===== config.mk =====
export PLATFORM = sky130hd
export DESIGN_NAME = mrx_packer
export DESIGN_NICKNAME = d
export VERILOG_FILES = /design/src/rtl/mrx_packer_pkg.sv /design/src/rtl/mrx_packer.sv
export SDC_FILE = /design/constraint.sdc
export NUM_CORES = 1
export LEC_CHECK = 0
export BUFFER_PORTS_ARGS = -buffer_cell sky130_fd_sc_hd__buf_2
export CORE_MARGIN = 4
export CORE_UTILIZATION = 29
export DETAILED_ROUTE_END_ITERATION = 7
export SLEW_MARGIN = 20
export SYNTH_ARGS = -nofsm -noshare
export SYNTH_HDL_FRONTEND = slang
export SYNTH_SLANG_ARGS = --single-unit

===== constraint.sdc =====
create_clock -name clk -period 5.85 [get_ports clk]
set_clock_uncertainty 0.2 [all_clocks]
set_input_delay 0.585 -clock clk [delete_from_list [all_inputs] [get_ports clk]]
set_output_delay 0.585 -clock clk [all_outputs]
set_load 0.02 [all_outputs]

===== src/rtl/mrx_packer_pkg.sv =====
// Shared constants and helpers for the mrx frame packer.
package mrx_packer_pkg;

  localparam int ERR_W = 16;

  function automatic int ceil_div(input int num, input int den);
    return (num + den - 1) / den;
  endfunction

endpackage


===== src/rtl/mrx_packer.sv =====
// Packs IO beats into PW-wide packets (emode) or passes one beat per packet (raw).
// Optional short-frame counter enabled by defining MRX_PACKER_ERRCNT_EN.
module mrx_packer
  import mrx_packer_pkg::*;
#(
  parameter int IOW = 64,
  parameter int PW  = 104
) (
  input  logic              clk,
  input  logic              nreset,
  input  logic              emode,
  input  logic              access_in,
  input  logic [IOW/8-1:0]  valid_in,
  input  logic [IOW-1:0]    packet_in,
  output logic              wait_out,
  output logic              access_out,
  output logic [PW-1:0]     packet_out,
  input  logic              wait_in
`ifdef MRX_PACKER_ERRCNT_EN
  ,
  input  logic              err_clear,
  output logic [ERR_W-1:0]  err_count
`endif
);

  localparam int NB = ceil_div(PW, IOW);
  localparam int CW = (NB > 1) ? $clog2(NB) : 1;
  localparam logic [CW-1:0] LAST = CW'(NB - 1);

  logic [CW-1:0] cnt;
  logic [PW-1:0] frame_buf;
  logic [PW-1:0] frame_p0;
  logic [PW-1:0] raw_p0;
  logic          accept;
  logic          last_beat;
  logic          emit;

  assign wait_out  = access_out & wait_in;
  assign accept    = access_in & ~wait_out;
  assign last_beat = (cnt == LAST) | ~(&valid_in);
  assign emit      = accept & (~emode | last_beat);

  // Stage p0: merge the incoming beat into its slot; bits past PW are dropped.
  always_comb begin
    frame_p0 = frame_buf;
    raw_p0   = '0;
    for (int i = 0; i < PW; i++) begin
      if (i / IOW == int'(cnt)) frame_p0[i] = packet_in[i % IOW];
      if (i < IOW)              raw_p0[i]   = packet_in[i % IOW];
    end
  end

  // Stage p1: frame state and output register. The buffer is cleared on every
  // completion or discard, so unwritten slots of the next frame read as zero.
  always_ff @(posedge clk or negedge nreset) begin
    if (!nreset) begin
      cnt        <= '0;
      frame_buf  <= '0;
      access_out <= 1'b0;
      packet_out <= '0;
    end else begin
      if (!emode) begin
        cnt       <= '0;
        frame_buf <= '0;
      end else if (accept) begin
        if (last_beat) begin
          cnt       <= '0;
          frame_buf <= '0;
        end else begin
          cnt       <= cnt + 1'b1;
          frame_buf <= frame_p0;
        end
      end

      if (emit) begin
        access_out <= 1'b1;
        packet_out <= emode ? frame_p0 : raw_p0;
      end else if (!wait_in) begin
        access_out <= 1'b0;
      end
    end
  end

`ifdef MRX_PACKER_ERRCNT_EN
  logic short_frame;

  assign short_frame = accept & emode & last_beat & (cnt != LAST);

  always_ff @(posedge clk or negedge nreset) begin
    if (!nreset) begin
      err_count <= '0;
    end else if (err_clear) begin
      err_count <= '0;
    end else if (short_frame && err_count != '1) begin
      err_count <= err_count + 1'b1;
    end
  end
`endif

endmodule


==> results.toml <==
[clock_tree]
cts_root_buf = "clkbuf_16"
htree_levels = 1
cts.sinks = 210
postCtsSetupBuffers = 0
cts_tree = "done"
cts.path.max_buffers = 3
cts.clk_slew.worst_paths_ps = 60
cts-buffers-inserted = 26
clkLatencyLatePin_ps = 520

[power]
power_leakage_nw = 5.303
ir_worst_vdd_mv = 0.2002
p_per_area_nw_per_um2 = 304.9
finalPower_mw = 3.596

[logic_synthesis]
synth_cells = 817
synth.avg_cell_area_um2 = 11.78
synth-seq-area-share_pct = 54.59
yosys_warnings = 0
synthesis.area_um2 = 9627
synth_area_leaders = "dfrtp_1 (55%), mux2_2 (13%), mux2_1 (7.0%)"
yosysMostFrequentCell = "dfrtp_1"
synth_edf_count = 0
synth_top_flop_cell = "dfrtp_1"
synthArstFlopShare_pct = 100.0
synthesis.nets = 894
synth_top_area_share_pct = 54.59
synthTopCellsByCount = "dfrtp_1 (210), mux2_2 (108), nand3_1 (105)"
synth_cell_types = 21
synth_seq_cells = 210
yosysTopAreaCell = "dfrtp_1"

[sta]
hold_ws_ps = 105.0
worst_pin_slew_ps = 1041
rsz0062_at_grt = "false"
period_minus_slack_ps = 3047
slew_viol_final = 0
setup_violations = 0
max_slew_margin_pct = 30.59
fmax_mhz = 328.2
hold_viol = 0
finalSetupTns_ps = 0
period_share_pct = 52.09

[die]
start_util_pct = 29.51
die_h_um = 190.2
ios = 183
core_area_um2 = 32620
num_rows = 66
fp.dieW_um = 190.2
die_area_um2 = 36170

[routing]
antenna_left = 0
vias = 6881
vias_per_cell = 4.825
drt_iter0_markers = 333
first_pass_iters = 5
wirelength_um = 25180
post-route-drc-count = 0
wire_per_inst_um = 17.65

[placed_design]
place.gp.congestion = 0.7221
dp_hpwl_um = 15240
io_buffer_count = 182

[cells_and_area]
area_growth_pct = 22.54
fillers = 3236
drive_above_1_share_pct = 35.47
nets = 1042
regArea_um2 = 5259
diodes = 0
multi_input_area_um2 = 4079

[global_routing]
first_global_vias = 7159
grt_pass1_wl_um = 40940
groute.usage.overall_pct = 13.82
antenna_found_initial = 1
grt_max_degree = 116
grt_overflow = 0

[hold_path]
hp-class = "in2reg"

[critical_path]
crit_family = "simple AND/OR/NAND/NOR gates"
crit_required_ps = 6060
crit_type = "reg2reg"
slowest_delay_ps = 670
cpMaxStageDelayCell = "dfrtp_4"
timing.critical_path.buf_inv = 1
path_cells = "and4b_1, nand4_4, buf_4, o31ai_1"
crit_path_start_kind = "register"
path_max_fanout = 57
worstPathArrival_ps = 3260
end_kind = "register"

[job]
cap_viol_max_count = 0

[outcome]
status = "finished clean"
==> registers in the layout, summed over array words and instances, names as in the netlist <==
| register | flops |
|---|---|
| access_out | 1 |
| packet_out | 104 |
| frame_buf | 104 |
| cnt | 1 |
==> area by class of cell <==
cell class | count | share of cell area, %
flip-flops and latches | 210 | 44.58
clock buffers | 42 | 7.053
repair buffers | 193 | 8.655
well taps | 442 | 4.688
clock inverters | 5 | 0.4455
multi-input cells | 534 | 34.58
==> per-layer routing <==
metal / track usage [%] / part of all wire, % / vias up
met1: 18.94 / 45 / 3469
met2: 22.38 / 46 / 186
met5: 0 / 0.028 / -
li1: - / - / 3196
met3: 3.890 / 7.5 / 28
met4: 2.210 / 1.2 / 2
==> cells by family (layout without fill, tap and decap cells) <==
kind of cell | Yosys count | count (layout) | synth area share [%]
muxes | 208 | 208 | 23.81
buffers and inverters | 73 | 240 | 3.522
DFF | 210 | 210 | 54.59
AOI/OAI and AO/OA | 109 | 109 | 6.928
and+or+nand+nor | 217 | 217 | 11.15
==> metrics by stage <==
stage / cell area [um^2] / util, % / setup WS (ps) / instances
finish: 11800 / 36.16 / 2803 / 1426
global route: 11800 / 36.16 / 2606 / 1426
CTS: 11800 / 36.16 / 2697 / 1426
detailed placement: 10900 / 33.42 / 2516 / 1378
global placement: 10900 / 33.42 / 2502 / 1378
floorplan: 9627 / - / 3691 / 817
==> cells in the final DEF, fill, tap and decap left out <==
cell / instances
a41oi_4: 1
and2_2: 1
buf_8: 1
a21bo_4: 1
a21o_1: 1
nand2_1: 64
nand3_1: 105
mux2i_1: 40
nand4_4: 1
o31ai_1: 40
and2_1: 4
clkinv_2: 3
o21ai_0: 65
mux2_1: 60
a21boi_4: 1
and4b_1: 1
clkbuf_8: 10
dlygate4sd3_1: 1
nand2_4: 1
buf_4: 10
clkbuf_16: 27
buf_12: 1
bufinv_16: 1
nor2b_1: 40
dfrtp_4: 1
buf_2: 180
mux2_2: 108
clkbuf_1: 5
dfrtp_1: 209
clkinvlp_4: 1
==> what timing repair did <==
| item | 4_1_cts | 5_1_grt |
|---|---|---|
| hold endpoints to repair | 45 | 0 |
| hold buffers | 1 | 0 |
| gates resized for setup | 0 | 0 |
==> path summary, 6_finish.rpt <==
kind | start | endpoint | slack (ps) | cells after the start
worst max-delay path | cnt | frame_buf[97] | 2800 | 4
worst min-delay path | access_in | access_out | 110 | 2
worst max register to register | cnt | frame_buf[97] | 2800 | 4
worst min register to register | packet_out[88] | packet_out[88] | 270 | 1
max in group asynchronous | nreset | frame_buf[93] | 3900 | 3
min in group asynchronous | nreset | packet_out[6] | 500 | 2
==> where the power goes <==
part           internal [mW]  total (mW)  switching, mW
registers               1.52        1.55         0.0337
logic                  0.155       0.421          0.266
clock network           1.01        1.62          0.613
total                   2.68        3.60          0.913
(Power assumes the default switching activity.)
